==> config.mk <==
export PLATFORM = sky130hd
export DESIGN_NAME = wb_ip_mailbox_flat
export DESIGN_NICKNAME = d
export VERILOG_FILES = /design/src/rtl/wb_mbox_pkg.sv /design/src/rtl/wb_ip_mailbox_if.sv /design/src/rtl/mbox_sync_fifo.sv /design/src/rtl/wb_ip_mailbox.sv /design/src/flat_wrapper.sv
export SDC_FILE = /design/constraint.sdc
export NUM_CORES = 1
export LEC_CHECK = 0
export BUFFER_PORTS_ARGS = -buffer_cell sky130_fd_sc_hd__buf_4
export CELL_PAD_IN_SITES_DETAIL_PLACEMENT = 2
export CELL_PAD_IN_SITES_GLOBAL_PLACEMENT = 2
export CORE_UTILIZATION = 38
export CTS_CLUSTER_SIZE = 14
export DETAILED_ROUTE_END_ITERATION = 12
export PLACE_DENSITY = 0.64
export SLEW_MARGIN = 20
export SYNTH_ARGS = -nofsm -noshare
export SYNTH_HDL_FRONTEND = slang
export SYNTH_SLANG_ARGS = --single-unit
==> constraint.sdc <==
create_clock -name i_wb_clk -period 5.7 [get_ports i_wb_clk]
set_input_delay 1.14 -clock i_wb_clk [delete_from_list [all_inputs] [get_ports i_wb_clk]]
set_output_delay 1.14 -clock i_wb_clk [all_outputs]
set_load 0.02 [all_outputs]
==> src/rtl/wb_mbox_pkg.sv <==
// Package for the Wishbone IP mailbox: register offsets, flag and irq bit
// positions, the decoded-access enum and the offset decoder.
package wb_mbox_pkg;

    localparam int unsigned MBOX_DATA_OFS   = 32'h20;
    localparam int unsigned MBOX_LEVEL_OFS  = 32'h24;
    localparam int unsigned MBOX_FLAGS_OFS  = 32'h28;
    localparam int unsigned MBOX_THRESH_OFS = 32'h2C;

    localparam int FLAG_OVERFLOW  = 0;
    localparam int FLAG_UNDERFLOW = 1;
    localparam int FLAG_W         = 2;

    localparam int IRQ_THRESH    = 0;
    localparam int IRQ_OVERFLOW  = 1;
    localparam int IRQ_UNDERFLOW = 2;

    typedef enum logic [2:0] {
        ACC_NONE,
        ACC_DATA,
        ACC_LEVEL,
        ACC_FLAGS,
        ACC_THRESH,
        ACC_OTHER
    } mbox_acc_e;

    // Map a byte offset to the register it selects; unknown offsets are
    // acked but behave as read-zero / write-ignore.
    function automatic mbox_acc_e mbox_decode(input logic [31:0] ofs);
        mbox_acc_e acc;
        acc = ACC_OTHER;
        case (ofs)
            MBOX_DATA_OFS:   acc = ACC_DATA;
            MBOX_LEVEL_OFS:  acc = ACC_LEVEL;
            MBOX_FLAGS_OFS:  acc = ACC_FLAGS;
            MBOX_THRESH_OFS: acc = ACC_THRESH;
            default:         acc = ACC_OTHER;
        endcase
        return acc;
    endfunction

endpackage

==> src/rtl/wb_ip_mailbox_if.sv <==
// IP-side request/response bundle between the Wishbone subordinate interface
// (master modport) and the mailbox backend (slave modport).
interface wb_ip_mailbox_if #(
    parameter int DW = 32,
    parameter int AW = 16
);
    logic [AW-1:0] i_ip_address;
    logic [DW-1:0] i_ip_wdata;
    logic          i_ip_read_en;
    logic          i_ip_write_en;
    logic [DW-1:0] o_ip_rdata;
    logic          o_ip_ack;
    logic          o_ip_stall;
    logic [DW-1:0] i_ip_control;
    logic [DW-1:0] o_ip_status;
    logic [DW-1:0] o_ip_irq;

    modport master (
        output i_ip_address, i_ip_wdata, i_ip_read_en, i_ip_write_en, i_ip_control,
        input  o_ip_rdata, o_ip_ack, o_ip_stall, o_ip_status, o_ip_irq
    );

    modport slave (
        input  i_ip_address, i_ip_wdata, i_ip_read_en, i_ip_write_en, i_ip_control,
        output o_ip_rdata, o_ip_ack, o_ip_stall, o_ip_status, o_ip_irq
    );
endinterface

==> src/rtl/mbox_sync_fifo.sv <==
// Show-ahead synchronous word FIFO with wrap-bit pointers, level, full/empty
// and a flush that zeroes both pointers and discards a concurrent push.
module mbox_sync_fifo #(
    parameter  int DW    = 32,
    parameter  int DEPTH = 16,
    localparam int AW    = $clog2(DEPTH),
    localparam int LVL_W = AW + 1
) (
    input  logic             i_wb_clk,
    input  logic             i_wb_rst_n,
    input  logic             push,
    input  logic             pop,
    input  logic             flush,
    input  logic [DW-1:0]    wdata,
    output logic [DW-1:0]    head,
    output logic [LVL_W-1:0] level,
    output logic             full,
    output logic             empty
);

    logic [AW:0]   wr_ptr;
    logic [AW:0]   rd_ptr;
    logic [DW-1:0] mem [DEPTH];
    logic          push_ok;
    logic          pop_ok;

    assign empty   = (wr_ptr == rd_ptr);
    assign full    = (wr_ptr[AW-1:0] == rd_ptr[AW-1:0]) && (wr_ptr[AW] != rd_ptr[AW]);
    assign level   = wr_ptr - rd_ptr;
    assign head    = mem[rd_ptr[AW-1:0]];
    assign push_ok = push && !full && !flush;
    assign pop_ok  = pop && !empty && !flush;

    // Pointer update: flush dominates, otherwise advance on accepted push/pop.
    // NOTE: sequential state uses non-blocking assignments so every flop samples pre-edge values.
    always_ff @(posedge i_wb_clk or negedge i_wb_rst_n) begin
        if (!i_wb_rst_n) begin
            wr_ptr <= '0;
            rd_ptr <= '0;
        end else if (flush) begin
            wr_ptr <= '0;
            rd_ptr <= '0;
        end else begin
            if (push_ok) wr_ptr <= wr_ptr + 1'b1;
            if (pop_ok)  rd_ptr <= rd_ptr + 1'b1;
        end
    end

    // Storage write; contents are only meaningful between the pointers.
    // NOTE: the memory array has no reset so it maps onto plain RAM/flops without reset fan-out.
    always_ff @(posedge i_wb_clk) begin
        if (push_ok) mem[wr_ptr[AW-1:0]] <= wdata;
    end

endmodule

==> src/rtl/wb_ip_mailbox.sv <==
// Wishbone IP-side mailbox backend: request decode, DATA/LEVEL/FLAGS/THRESH
// registers, status and irq mapping around a show-ahead word FIFO.
// Build option: define WB_MBOX_STALL_ON_FULL_EN to stall DATA writes while
// the FIFO is full instead of dropping them and raising OVERFLOW.
module wb_ip_mailbox
    import wb_mbox_pkg::*;
#(
    parameter  int WB_DATA_WIDTH             = 32,
    parameter  int WB_REGISTER_ADDRESS_WIDTH = 16,
    parameter  int FIFO_DEPTH                = 16,
    localparam int LVL_W                     = $clog2(FIFO_DEPTH) + 1
) (
    input  logic              i_wb_clk,
    input  logic              i_wb_rst_n,
    wb_ip_mailbox_if.slave    bus
);

    localparam int DW = WB_DATA_WIDTH;

    logic             wr;
    logic             rd;
    logic             stall;
    logic             commit;
    mbox_acc_e        acc;
    logic             flush;
    logic             fifo_push;
    logic             fifo_pop;
    logic [DW-1:0]    head;
    logic [LVL_W-1:0] level;
    logic             full;
    logic             empty;
    logic [FLAG_W-1:0] flags;
    logic [FLAG_W-1:0] flag_set;
    logic [FLAG_W-1:0] flag_clr;
    logic [LVL_W-1:0] thresh;
    logic [DW-1:0]    rdata;
    logic [DW-1:0]    status;
    logic [DW-1:0]    irq;
    logic             unused_ok;

    assign wr    = bus.i_ip_write_en;
    assign rd    = bus.i_ip_read_en && !bus.i_ip_write_en;
    assign flush = bus.i_ip_control[0];

    // Decode which register the current request addresses.
    // NOTE: every always_comb output gets a default first so no latch can be inferred.
    always_comb begin
        acc = ACC_NONE;
        if (wr || rd) acc = mbox_decode(32'(bus.i_ip_address));
    end

`ifdef WB_MBOX_STALL_ON_FULL_EN
    assign stall = wr && (acc == ACC_DATA) && full;
`else
    assign stall = 1'b0;
`endif

    assign commit    = (wr || rd) && !stall;
    assign fifo_push = commit && wr && (acc == ACC_DATA);
    assign fifo_pop  = commit && rd && (acc == ACC_DATA);

    mbox_sync_fifo #(
        .DW    (DW),
        .DEPTH (FIFO_DEPTH)
    ) u_fifo (
        .i_wb_clk   (i_wb_clk),
        .i_wb_rst_n (i_wb_rst_n),
        .push       (fifo_push),
        .pop        (fifo_pop),
        .flush      (flush),
        .wdata      (bus.i_ip_wdata),
        .head       (head),
        .level      (level),
        .full       (full),
        .empty      (empty)
    );

    // Flag set events and write-1-to-clear mask for this cycle.
    always_comb begin
        flag_set = '0;
        flag_clr = '0;
`ifndef WB_MBOX_STALL_ON_FULL_EN
        flag_set[FLAG_OVERFLOW] = fifo_push && full;
`endif
        flag_set[FLAG_UNDERFLOW] = fifo_pop && empty;
        if (commit && wr && (acc == ACC_FLAGS)) flag_clr = bus.i_ip_wdata[FLAG_W-1:0];
    end

    // Sticky flags (set wins over clear) and the threshold register.
    always_ff @(posedge i_wb_clk or negedge i_wb_rst_n) begin
        if (!i_wb_rst_n) begin
            flags  <= '0;
            thresh <= LVL_W'(FIFO_DEPTH / 2);
        end else begin
            flags <= (flags & ~flag_clr) | flag_set;
            if (commit && wr && (acc == ACC_THRESH)) thresh <= bus.i_ip_wdata[LVL_W-1:0];
        end
    end

    // Read mux; during writes it returns the current value for byte-lane merge.
    always_comb begin
        rdata = '0;
        case (acc)
            ACC_DATA:   if (!empty) rdata = head;
            ACC_LEVEL:  rdata[LVL_W-1:0]  = level;
            ACC_FLAGS:  rdata[FLAG_W-1:0] = flags;
            ACC_THRESH: rdata[LVL_W-1:0]  = thresh;
            default:    rdata = '0;
        endcase
    end

    // Status word and interrupt lines presented to the interface.
    always_comb begin
        status = '0;
        status[LVL_W-1:0] = level;
        status[LVL_W]     = empty;
        status[LVL_W+1]   = full;
        irq = '0;
        irq[IRQ_THRESH]    = (thresh != '0) && (level >= thresh);
        irq[IRQ_OVERFLOW]  = flags[FLAG_OVERFLOW];
        irq[IRQ_UNDERFLOW] = flags[FLAG_UNDERFLOW];
    end

    assign bus.o_ip_rdata  = rdata;
    assign bus.o_ip_ack    = commit;
    assign bus.o_ip_stall  = stall;
    assign bus.o_ip_status = status;
    assign bus.o_ip_irq    = irq;

    assign unused_ok = ^bus.i_ip_control[DW-1:1];

endmodule
==> src/flat_wrapper.sv <==
// flat-port wrapper written by rule: the top's interface ports become plain ports
module wb_ip_mailbox_flat import wb_mbox_pkg::*;
#(
    parameter  int WB_DATA_WIDTH             = 32,
    parameter  int WB_REGISTER_ADDRESS_WIDTH = 16,
    parameter  int FIFO_DEPTH                = 16,
    localparam int LVL_W                     = $clog2(FIFO_DEPTH) + 1
)
  (i_wb_clk, i_wb_rst_n, bus_i_ip_address, bus_i_ip_wdata, bus_i_ip_read_en, bus_i_ip_write_en, bus_i_ip_control, bus_o_ip_rdata, bus_o_ip_ack, bus_o_ip_stall, bus_o_ip_status, bus_o_ip_irq);
  wb_ip_mailbox_if bus_i ();
  input  logic i_wb_clk;
  input  logic i_wb_rst_n;
  input wire logic [$bits(bus_i.i_ip_address)-1:0] bus_i_ip_address;
  input wire logic [$bits(bus_i.i_ip_wdata)-1:0] bus_i_ip_wdata;
  input wire logic [$bits(bus_i.i_ip_read_en)-1:0] bus_i_ip_read_en;
  input wire logic [$bits(bus_i.i_ip_write_en)-1:0] bus_i_ip_write_en;
  input wire logic [$bits(bus_i.i_ip_control)-1:0] bus_i_ip_control;
  output wire logic [$bits(bus_i.o_ip_rdata)-1:0] bus_o_ip_rdata;
  output wire logic [$bits(bus_i.o_ip_ack)-1:0] bus_o_ip_ack;
  output wire logic [$bits(bus_i.o_ip_stall)-1:0] bus_o_ip_stall;
  output wire logic [$bits(bus_i.o_ip_status)-1:0] bus_o_ip_status;
  output wire logic [$bits(bus_i.o_ip_irq)-1:0] bus_o_ip_irq;
  assign bus_i.i_ip_address = bus_i_ip_address;
  assign bus_i.i_ip_wdata = bus_i_ip_wdata;
  assign bus_i.i_ip_read_en = bus_i_ip_read_en;
  assign bus_i.i_ip_write_en = bus_i_ip_write_en;
  assign bus_i.i_ip_control = bus_i_ip_control;
  assign bus_o_ip_rdata = bus_i.o_ip_rdata;
  assign bus_o_ip_ack = bus_i.o_ip_ack;
  assign bus_o_ip_stall = bus_i.o_ip_stall;
  assign bus_o_ip_status = bus_i.o_ip_status;
  assign bus_o_ip_irq = bus_i.o_ip_irq;
  wb_ip_mailbox #(.WB_DATA_WIDTH(WB_DATA_WIDTH), .WB_REGISTER_ADDRESS_WIDTH(WB_REGISTER_ADDRESS_WIDTH), .FIFO_DEPTH(FIFO_DEPTH)) u_core (.i_wb_clk(i_wb_clk), .i_wb_rst_n(i_wb_rst_n), .bus(bus_i));
endmodule
== Word-level counts from Yosys, hierarchy flattened ==
Memories as Yosys holds them, arrays and structs flattened.
Cells that the tools add are included.

* $add $sub $neg: 3
* Order comparisons: 1
* Equality and inequality tests: 11
* Multiplexer cells: 13
* Bitwise logic cells: 3
* Reductions and logical operators: 23

{| class="wikitable"
|+ Operators with widths
! operator !! count
|-
| $eq 16x6->1 const B || 4
|-
| $mux 32 || 1
|-
| $mux 27 || 1
|-
| $mux 5 || 4
|-
| $logic_and 1x1->1 || 15
|-
| $pmux 3 s4 || 1
|-
| $add 5x1->5 const B || 2
|-
| $pmux 3 s3 || 1
|-
| $pmux 2 s4 || 1
|-
| $eq 3x2->1 const B || 2
|-
| $eq 5x5->1 || 1
|-
| $ge 5x5->1 || 1
|-
| $reduce_bool 5->1 || 1
|-
| $sub 5x5->5 || 1
|-
| $eq 4x4->1 || 1
|-
| $logic_not 1->1 || 4
|-
| $reduce_bool 2->1 || 2
|-
| $eq 3x1->1 const B || 1
|-
| $eq 3x3->1 const B || 1
|-
| $mux 3 || 1
|-
| $and 2x2->2 || 1
|-
| $mux 1 || 2
|-
| $mux 2 || 1
|-
| $not 2->2 || 1
|-
| 3 further kinds || 3
|}

* Register bits after elaboration: 17
* RAM bits: 512
* Bits of input ports: 84
* Output and inout bits: 98
* Logic and storage cells: 59
* Memories: 1

{| class="wikitable"
|+ Memories
! name !! depth !! width !! rd ports !! clocked after memory_dff !! wr ports !! line !! RTL
|-
| u_core.u_fifo.mem || 16 || 32 || 1 || 0 || 1 || mbox_sync_fifo.sv:23 || <nowiki>logic [DW-1:0] mem [DEPTH];</nowiki>
|}

== Depth between registers and ports, before layout ==
Gate-level depths: netlist of run 1.

* Word-level depth: 10
* Gate-level depth with buffers: 12
* Gate-level depth less buffers: 10

== By module ==
Synthesis of run 1 repeated with hierarchy kept, for this count alone.

* Cells, all modules: 1109
* Area, all modules: 21563.2 um^2

{| class="wikitable"
|+ By module, submodules not included
! module !! times used !! cells each !! area each (um^2) !! seq. area each (um^2)
|-
| mbox_sync_fifo || 1 || 952 || 20275.7 || 15625.0
|-
| wb_ip_mailbox || 1 || 157 || 1287.5 || 176.4
|}

== Worst setup path after synthesis of run 1 ==
Ideal clock, no wire load.

* Kind: in2reg
* Start point: input port bus_i_ip_address[6]
* End point: memory u_core.u_fifo.mem[0][0] (enable)
* Setup time: 0.461 ns
* Data arrival time: 4.524 ns
* Required time: 5.239 ns
* Path slack: 0.715 ns
* Stages on the path: 5
* Cell sequence: nor4_1 > nand4_1 > nor4_1 > nand2_1 > nor3_1

* Word-level cells in the longest chain between the ends: 9
* Elaborated cells on any way between the ends: 12
* Classes of those cells: eq/ne: 5; mux: 4; reduce/logical: 3

{| class="wikitable"
|+ Ends and longest elaborated chain
! item !! line !! RTL
|-
| from (decl) || flat_wrapper.sv:13 || <nowiki>input wire logic [$bits(bus_i.i_ip_address)-1:0] bus_i_ip_address;</nowiki>
|-
| $eq 16x6->1 || wb_mbox_pkg.sv:32 || <nowiki>case (ofs)</nowiki>
|-
| $pmux 3 s4 (*) || wb_mbox_pkg.sv:32 ||
|-
| $mux 3 (*) || wb_ip_mailbox.sv:49 || <nowiki>if (wr || rd) acc = mbox_decode(32'(bus.i_ip_address));</nowiki>
|-
| $eq 3x1->1 (*) || wb_ip_mailbox.sv:59 || <nowiki>assign fifo_push = commit && wr && (acc == ACC_DATA);</nowiki>
|-
| $logic_and 1x1->1 (*) || wb_ip_mailbox.sv:59 ||
|-
| $logic_and 1x1->1 (*) (2 in series) || mbox_sync_fifo.sv:31 || <nowiki>assign push_ok = push && !full && !flush;</nowiki>
|-
| $mux 1 (*) || mbox_sync_fifo.sv:52 || <nowiki>if (push_ok) mem[wr_ptr[AW-1:0]] <= wdata;</nowiki>
|-
| $mux 1 (implied by the code) (*) || mbox_sync_fifo.sv:52 ||
|-
| to (decl) || mbox_sync_fifo.sv:23 ||
|}

Mark *: on every way between the ends. The rest lies on a longest branch, timed or not.

== Final worst setup path of run 1 ==
* Start point: register u_core.u_fifo.rd_ptr[0]
* End point: output port bus_o_ip_rdata[14]

* Word-level cells in the longest chain between the ends: 3
* Elaborated cells on any way between the ends: 4
* Classes of those cells: eq/ne: 1; mux: 2; memory: 1

{| class="wikitable"
|+ Ends and longest elaborated chain
! item !! line !! RTL
|-
| from (decl) || mbox_sync_fifo.sv:22 || <nowiki>logic [AW:0] rd_ptr;</nowiki>
|-
| from (signal assigned) || mbox_sync_fifo.sv:45 || <nowiki>if (pop_ok) rd_ptr <= rd_ptr + 1'b1;</nowiki>
|-
| $mem_v2 16x32 / $eq 5x5->1 (equally long branches) || - ||
|-
| $mux 32 (*) || wb_ip_mailbox.sv:104 || <nowiki>ACC_DATA: if (!empty) rdata = head;</nowiki>
|-
| $mux 27 (*) || wb_ip_mailbox.sv:103 || <nowiki>case (acc)</nowiki>
|-
| to (decl) || flat_wrapper.sv:18 || <nowiki>output wire logic [$bits(bus_i.o_ip_rdata)-1:0] bus_o_ip_rdata;</nowiki>
|}

Marked as above.

==> results of run 1 <==
kinds of logic (layout without fill, tap and decap cells):
kind of cell,count (synthesis),in the layout,share of synthesized area [%]
flops,529,529,74.0
fa+ha+maj,15,15,0.914
xor+xnor,8,8,0.328
compound gates,41,41,1.15
mux,165,165,16.7
buf+inv,121,245,3.61
simple gates,135,135,3.30
other cells,1,55,0.0176
metal layers:
layer | vias up | wire length [um]
met4 | 0 | 866
met1 | 5562 | 23200
met5 | - | 0
met2 | 228 | 27900
met3 | 67 | 2130
li1 | 4312 | -
area by class of cell:
cell class	instances	area (um^2)
clock buffers	70	1480
clock inverters	33	262
fillers	5092	30600
inverters	18	67.6
multi-input cells	419	5110
flip-flops and latches	529	15800
well taps	748	936
repair buffers	124	1090
state kept, by name (all words and copies together), names as in the netlist:
| register | count |
|---|---|
| u_core.u_fifo.mem | 512 |
| u_core.thresh | 5 |
| u_core.u_fifo.wr_ptr | 5 |
| u_core.flags | 2 |
| u_core.u_fifo.rd_ptr | 5 |
how the worst max path moves through the flow:
stage                       startpoint  slack [ns]                        to
2_1_floorplan      bus_i_ip_address[6]        0.72   u_core.u_fifo.mem[0][0]
3_3_place_gp       bus_i_ip_address[6]        0.98  u_core.u_fifo.mem[7][10]
3_5_place_dp      bus_i_ip_address[10]        0.93  u_core.u_fifo.mem[7][10]
4_1_cts        u_core.u_fifo.rd_ptr[0]        1.03           bus_o_ip_irq[0]
5_1_grt        u_core.u_fifo.rd_ptr[0]        0.88         bus_o_ip_rdata[0]
6_report       u_core.u_fifo.rd_ptr[0]        1.12        bus_o_ip_rdata[14]
report_power, final:
group          switching (mW)  internal [mW]
logic                  0.0989         0.0283
registers           0.0000171           4.26
clock network            1.51           1.97
total                    1.61           6.25
worst register-to-register path: stages (launching register included):
cell and delay (ns):
dfrtp_4 0.73, ha_1 0.39, nand4_1 0.21, o21bai_1 0.08
nor4_1 0.65, nand2_1 0.45, nor2_4 0.73, buf_4 0.36
stage by stage:
stage	setup slack [ns]	hold WS, ns	utilization, %	area, um^2
2_1_floorplan	0.715	0.520	-	21600
3_3_place_gp	0.981	0.566	41.6	23000
3_5_place_dp	0.934	0.588	41.6	23000
4_1_cts	1.03	0.400	44.7	24800
5_1_grt	0.879	0.414	44.7	24800
6_report	1.12	0.413	44.7	24800
placed cells by master (no fill, tap or decap), types with 13 or more instances in the layout:
cell         n
inv_1       17
clkinv_1    16
mux4_2     153
ha_1        14
nor2b_1     34
buf_12      13
nand2_1     35
nor2_1      17
edfxtp_1   512
clkbuf_1    13
conb_1      55
buf_4      111
a21oi_1     14
dfrtp_1     13
clkbuf_16   57
==> PnR_summary.wiki, run 1 <==
{| class="wikitable"
! Metric !! Value
|-
| Share of the clock period used by the worst path after layout || 80.3%
|-
| Std-Cell Core Area || 0.0553 mm^2
|-
| Reg2Reg Depth || 7
|-
| Ratio of routed vias to standard cells || 5.24
|-
| Layout net count || 1247
|-
| Crit end category || output port
|-
| Required time worst endpoint || 4.56 ns
|-
| Total chip power || 7.86 mW
|-
| Clock network latency to the later pin of the worst-skew pair || 0.62 ns
|-
| Critical register-to-register path endpoint || u_core.u_fifo.mem[7][7]
|-
| Number of inserted diodes || 0
|-
| Via count of the first global-routing pass || 11.3k
|-
| Top area cells in the synthesized netlist || edfxtp_1 72%, mux4_2 16%, buf_4 2.0%
|-
| Hold Path Class || input pin to async pin
|-
| Aggregate routed wire length || 54.1 mm
|-
| Reg clk slew, reported paths || 0.06 ns
|-
| Clock Path Buffers || 3
|-
| Part of the Yosys area used for sequential elements || 74.0%
|-
| Floorplan die width || 239 um
|-
| Number of primary I/O pins || 182
|-
| Met2 capacity usage during global routing || 33.4%
|-
| Library cells used by synthesis || 49
|-
| Maximum clock frequency || 0.219 GHz
|-
| Sequence of cells on the critical path || buf_12, mux4_2, mux4_2, nor2b_1, buf_4
|-
| Initial drt markers || 599
|-
| Final-report setup violation count || 0
|-
| Actual slew at the worst max-slew pin || 0.994 ns
|-
| Share of post-route cells with drive strength above 1 || 32.1%
|-
| Post-synth EDFFs || 512
|-
| Weighted congestion reported at the end of routability-driven placement || 0.696
|-
| Mapped Area || 0.0214 mm^2
|-
| Kind of start point of the critical path || flip-flop
|-
| Number of setup buffers added after CTS || 0
|-
| Arrival @ worst endpoint || 3.44 ns
|-
| Area overhead of the layout relative to synthesis || 15.8%
|-
| Post-layout instance count excluding filler cells || 1941
|-
| Startpoint of the lowest-slack register-to-register path || u_core.u_fifo.rd_ptr[0]
|-
| Total power density per cell area || 318 mW/mm^2
|-
| Worst-path cell with the longest stage delay || dfrtp_4
|-
| Synth Register Bits || 529
|-
| Leakage dissipation || 7.90 nW
|-
| Avg Synthesized Cell Area || 21.0 um^2
|-
| 1st-pass router iterations || 4
|-
| Clock buffer count from CTS || 56
|-
| Outcome || complete, no violations
|-
| Critical Path Fanout Max || 71
|-
| Number of instances resized during post-cts repair || 0
|-
| Initial Utilization || 38.6%
|-
| Worst reg2reg setup slack || 1.80 ns
|-
| Number of instances in the synthesized netlist || 1015
|-
| CTS tree || built
|-
| Cell with the most instances after synthesis || edfxtp_1
|-
| DP Wirelength || 30.3 mm
|-
| DRC || 0
|-
| Number of clock sinks || 529
|-
| Count of max-cap constraint violations || 0
|-
| Clock period minus final worst setup slack || 4.58 ns
|-
| Startpoint-to-endpoint class of the critical path || flip-flop to output port
|-
| M3 GR Usage || 2.63%
|-
| Largest net degree at the start of global routing || 134
|-
| First-pass GRT wire length || 78.6 mm
|-
| CTS Hold Buffers Added || 0
|-
| Count of nets left with antenna violations after detail routing || 0
|-
| Post-detailed-route wirelength per cell || 27.9 um
|-
| RSZ-0062 raised after global routing || no
|-
| Post-route setup TNS || 0 ns
|-
| Category of cells accounting for the largest share of critical-path delay || multiplexers
|-
| Dominant synthesized flop cell || edfxtp_1
|-
| Overall global routing resource usage || 19.3%
|-
| Total number of H-tree levels || 2
|-
| Synth warnings || 0
|-
| Total placed cells including tap cells || 1838
|-
| Total count of hold-check failures in the final report || 0
|-
| Vertical die dimension || 239 um
|-
| Worst path depth || 5
|-
| Gr ovfl total || 0
|-
| Clock tree skew after final layout || 0.0323 ns
|-
| Via count || 10.2k
|-
| Share of flip-flops with an asynchronous set or reset after synthesis || 3.21%
|-
| Port bufs || 95
|-
| Delay of the slowest critical-path stage || 0.73 ns
|-
| Max-slew headroom || 33.2%
|-
| Worst voltage drop across the vdd grid || 211 uV
|-
| Root buffer cell || clkbuf_16
|-
| Top cells by instance count after synthesis || 512 x edfxtp_1, 153 x mux4_2, 58 x buf_4, 35 x nand2_1, 34 x nor2b_1
|-
| Global routing met1 resource utilization || 25.8%
|-
| Cell repeated most along the worst path || mux4_2
|-
| Die area || 0.0572 mm^2
|-
| Busiest layer in global routing || met2
|-
| Core Rows || 86
|-
| Share of the synthesized area in the top cell type || 72.0%
|-
| Number of antenna violations at the first check in global routing || 0
|-
| Buffers & Inverters on Critical Path || 2
|-
| Pins over their slew limit || 0
|-
| Post-synth top area cell || edfxtp_1
|}
Power figures use the tool's default switching activity.
==> run 2, diff against run 1 <==
--- a/config.mk
+++ b/config.mk
@@ -5,13 +5,14 @@
 export SDC_FILE = /design/constraint.sdc
 export NUM_CORES = 1
 export LEC_CHECK = 0
+export ABC_AREA = 1
 export BUFFER_PORTS_ARGS = -buffer_cell sky130_fd_sc_hd__buf_4
 export CELL_PAD_IN_SITES_DETAIL_PLACEMENT = 2
 export CELL_PAD_IN_SITES_GLOBAL_PLACEMENT = 2
-export CORE_UTILIZATION = 38
+export CORE_UTILIZATION = 37
 export CTS_CLUSTER_SIZE = 14
 export DETAILED_ROUTE_END_ITERATION = 12
-export PLACE_DENSITY = 0.64
+export PLACE_DENSITY = 0.72
 export SLEW_MARGIN = 20
 export SYNTH_ARGS = -nofsm -noshare
 export SYNTH_HDL_FRONTEND = slang
==> constraint.sdc (replaced) <==
create_clock -name i_wb_clk -period 3.8 [get_ports i_wb_clk]
set_input_delay 0.76 -clock i_wb_clk [delete_from_list [all_inputs] [get_ports i_wb_clk]]
set_output_delay 0.76 -clock i_wb_clk [all_outputs]
set_load 0.02 [all_outputs]
==> PnR_summary.wiki, run 2 <==
{| class="wikitable"
! Metric !! Value
|-
| Outcome || complete, no violations
|-
| Overall global routing resource usage || 22.9% (+3.6 points)
|-
| Weighted congestion reported at the end of routability-driven placement || 0.759 (+9.1%)
|-
| Startpoint-to-endpoint class of the critical path || flip-flop to output port
|-
| Port bufs || 95 (unchanged)
|-
| Clock buffer count from CTS || 56 (unchanged)
|-
| Maximum clock frequency || 0.269 GHz
|-
| Cell with the most instances after synthesis || edfxtp_1
|-
| Xor/xnor share of the synthesized area || 0.396% (+0.068 points)
|-
| Initial drt markers || 840 (+40%)
|-
| Final design area excluding fillers || 0.0255 mm^2 (+3.0%)
|-
| Vertical die dimension || 246 um (+3.0%)
|-
| Avg Synthesized Cell Area || 12.4 um^2 (-41%)
|-
| Area overhead of the layout relative to synthesis || 15.4%
|-
| Hold Path Class || input pin to flip-flop
|-
| Count of max-cap constraint violations || 0 (unchanged)
|-
| Leakage dissipation || 8.81 nW (+12%)
|-
| Synth Register Bits || 529 (unchanged)
|-
| Count of nets left with antenna violations after detail routing || 0 (unchanged)
|-
| Layout net count || 1967 (+58%)
|-
| Root buffer cell || clkbuf_16
|-
| Post-synth EDFFs || 512 (unchanged)
|-
| Max FFs per register || 512 (unchanged)
|-
| DRC || 0 (unchanged)
|-
| Number of primary I/O pins || 182 (unchanged)
|-
| Total number of H-tree levels || 2 (unchanged)
|-
| Finished Core Util || 43.2% (-1.6 points)
|-
| Post-synth top area cell || edfxtp_1
|-
| Number of inserted diodes || 0 (unchanged)
|-
| Actual slew at the worst max-slew pin || 0.775 ns (-0.219 ns)
|-
| Floorplan die width || 246 um (+3.0%)
|-
| RSZ-0062 raised after global routing || yes
|-
| Pins over their slew limit || 0 (unchanged)
|-
| Highest metal layer used by the detailed router || met5
|-
| Worst hold path stage count || 3
|-
| Number of clock sinks || 529 (unchanged)
|-
| Reg clk slew, reported paths || 0.06 ns (about the same)
|-
| Gr ovfl total || 0 (unchanged)
|-
| CTS tree || built
|-
| Share of flip-flops with an asynchronous set or reset after synthesis || 3.21% (unchanged)
|-
| Amount of wire on met2 after detailed routing || 35.9 mm (+29%)
|-
| Clock Path Buffers || 3 (unchanged)
|-
| Core Rows || 89 (+3.5%)
|-
| Min-Delay Startpoint || bus_i_ip_write_en
|-
| Part of the Yosys area used for sequential elements || 71.5% (-2.4 points)
|-
| Critical Path Fanout Max || 4 (-94%)
|-
| 1st-pass router iterations || 5 (+1)
|-
| Startpoint of the lowest-slack register-to-register path || u_core.u_fifo.wr_ptr[2]
|-
| Largest net degree at the start of global routing || 158 (+18%)
|-
| Total count of hold-check failures in the final report || 0 (unchanged)
|-
| Total power density per cell area || 465 mW/mm^2 (+46%)
|-
| Via count || 14.8k (+46%)
|-
| Initial Utilization || 37.4% (-1.2 points)
|-
| Synth warnings || 0 (unchanged)
|-
| Arrival @ worst endpoint || 2.96 ns (-0.48 ns)
|-
| Library cells used by synthesis || 34 (-31%)
|-
| Number of antenna violations at the first check in global routing || 1 (+1)
|-
| Combinational family with the most area after synthesis || compound AO/OA/AOI/OAI gates
|-
| Most used cells in the layout excluding fill and tap cells || 512 x edfxtp_1, 313 x nor2_1, 264 x o21ai_0, 165 x nand2_1, 122 x buf_4
|-
| Synthesized-area fraction occupied by ao, oa, aoi and oai cells || 11.6% (+10 points)
|-
| Final-report setup violation count || 0 (unchanged)
|-
| Total of fill cells in the finished design || 5906 (+16%)
|-
| Mapped Area || 0.0221 mm^2 (+3.4%)
|-
| Worst hold margin || 0.444 ns (+0.0308 ns)
|-
| Worst voltage drop across the vdd grid || 313 uV (+49%)
|-
| Share of post-route cells with drive strength above 1 || 13.8% (-18 points)
|-
| Critical register-to-register path endpoint || u_core.u_fifo.mem[0][13]
|-
| Die area || 0.0607 mm^2 (+6.2%)
|-
| M1 WL || 28.8 mm (+24%)
|-
| Via count of the first global-routing pass || 16.5k (+46%)
|-
| Dominant synthesized flop cell || edfxtp_1
|-
| Number of instances in the synthesized netlist || 1780 (+75%)
|-
| First-pass GRT wire length || 103 mm (+31%)
|-
| Required time worst endpoint || 3.04 ns (-1.52 ns)
|-
| Met3 WL || 2.47 mm (+16%)
|-
| Reg2Reg Depth || 7 (unchanged)
|-
| Share of the clock period used by the worst path after layout || 97.9%
|-
| Top area cells in the synthesized netlist || edfxtp_1 70%, o21ai_0 6.0%, nor2_1 5.6%
|-
| Share of cell area taken by muxes after synthesis || 0% (-17 points)
|-
| Hold EP || u_core.thresh[3]
|-
| Crit end category || output port
|-
| Clock tree skew after final layout || 0.0222 ns (-0.0101 ns)
|-
| Kind of start point of the critical path || flip-flop
|-
| Fraction of the mapped netlist area in simple logic gates || 10.4% (+7.1 points)
|-
| Total chip power || 11.9 mW (+51%)
|-
| Post-detailed-route wirelength per cell || 25.8 um (-7.3%)
|-
| Aggregate routed wire length || 69.4 mm (+28%)
|-
| Top cells by instance count after synthesis || 512 x edfxtp_1, 329 x nor2_1, 265 x o21ai_0, 165 x nand2_1, 72 x o22ai_1
|-
| Post-route setup TNS || 0 ns (unchanged)
|-
| Share of the synthesized area in the top cell type || 69.6% (-2.4 points)
|-
| Fraction of the mapped netlist area in adder cells || 0.883% (-0.030 points)
|-
| DP Wirelength || 38.6 mm (+27%)
|-
| Clock network latency to the later pin of the worst-skew pair || 0.62 ns (about the same)
|-
| Max-slew headroom || 48.4% (+15 points)
|-
| Std-Cell Core Area || 0.0590 mm^2 (+6.7%)
|-
| Clock period minus final worst setup slack || 3.72 ns
|-
| Worst reg2reg setup slack || 1.15 ns (-0.65 ns)
|-
| Post-placement cell area || 0.0237 mm^2 (+3.1%)
|-
| Most common cell after layout, fill and taps aside || edfxtp_1
|-
| Ratio of routed vias to standard cells || 5.51 (+5.3%)
|}
## run 2: changes by cell type in the layout (fill, tap and decap cells not counted), sizes merged, moves of 7 or more
cell    delta
nor2     +305
a21oi      -8
nor2b     -34
o221ai    +47
buf       +19
mux4     -153
o21ai    +308
nand2    +132
o22ai     +67
nand3     +34
xor2       +7
nand4     +14
inv       +25
## run 2: worst max-delay path, stage by stage (launching register included)
cell and delay, ns:
dfrtp_4 0.54, ha_1 0.20, inv_1 0.09, fa_1 0.47
ha_1 0.30, a21oi_1 0.15, o21bai_1 0.10, a21o_1 0.17
a21oi_1 0.12, nor2_1 0.05, buf_4 0.15
## run 2: logic make-up (layout without fill, tap and decap cells)
logic type | Yosys count | in the layout
AO/OA/AOI/OAI | 453 | 453
adder cells (fa/ha/maj) | 15 | 15
other | 1 | 55
AND/OR/NAND/NOR | 559 | 559
flip-flops | 529 | 529
buffers and inverters | 213 | 291
XOR/XNOR | 10 | 10
## run 2: final cells by class
| type | instances | area [um^2] | area share, % |
|---|---|---|---|
| clock buffers | 68 | 1470 | 5.76 |
| clock inverters | 34 | 229 | 0.898 |
| inverters | 44 | 176 | 0.692 |
| multi-input cells | 1092 | 5470 | 21.5 |
| flip-flops and latches | 529 | 15800 | 62.0 |
| well taps | 773 | 967 | 3.79 |
| repair buffers | 145 | 1370 | 5.36 |
## run 2: repair_timing
action                     4_1_cts  5_1_grt
hold endpoints to repair         6        0
setup endpoints to repair       30        9
hold buffers                     1        0
setup buffers                    0        2
pin swaps                        1        0
resized for setup                4        6
## run 2: routing by layer
metal | vias to the layer above | global-route usage, %
li1 | 6552 | -
met1 | 7816 | 28.2
met2 | 310 | 41.1
met3 | 127 | 3.08
met4 | 2 | 7.68
met5 | - | 0
## run 2: how the worst max path moves through the flow
stage,start,end,slack (ns),cells past startpoint
2_1_floorplan,u_core.u_fifo.rd_ptr[2],u_core.u_fifo.mem[10][0],0.09,9
3_3_place_gp,bus_i_ip_address[1],u_core.u_fifo.mem[0][10],0.54,11
3_5_place_dp,bus_i_ip_address[8],bus_o_ip_rdata[11],0.50,10
4_1_cts,u_core.u_fifo.wr_ptr[0],bus_o_ip_irq[0],0.01,12
5_1_grt,u_core.u_fifo.rd_ptr[0],bus_o_ip_irq[0],-0.06,10
6_report,u_core.u_fifo.rd_ptr[0],bus_o_ip_irq[0],0.08,10
## run 2: per-stage QoR
step / cells / worst slack [ns]
2_1_floorplan: 1834 / 0.0924
3_3_place_gp: 2580 / 0.536
3_5_place_dp: 2580 / 0.496
4_1_cts: 2683 / 0.0123
5_1_grt: 2685 / -0.0576
6_report: 2685 / 0.0812
## run 2: report_power, final
group	internal (mW)	total [mW]	switching, mW
combinational	0.0681	0.265	0.197
clock	2.87	5.18	2.31
sequential	6.40	6.41	0.00937
total	9.34	11.9	2.51
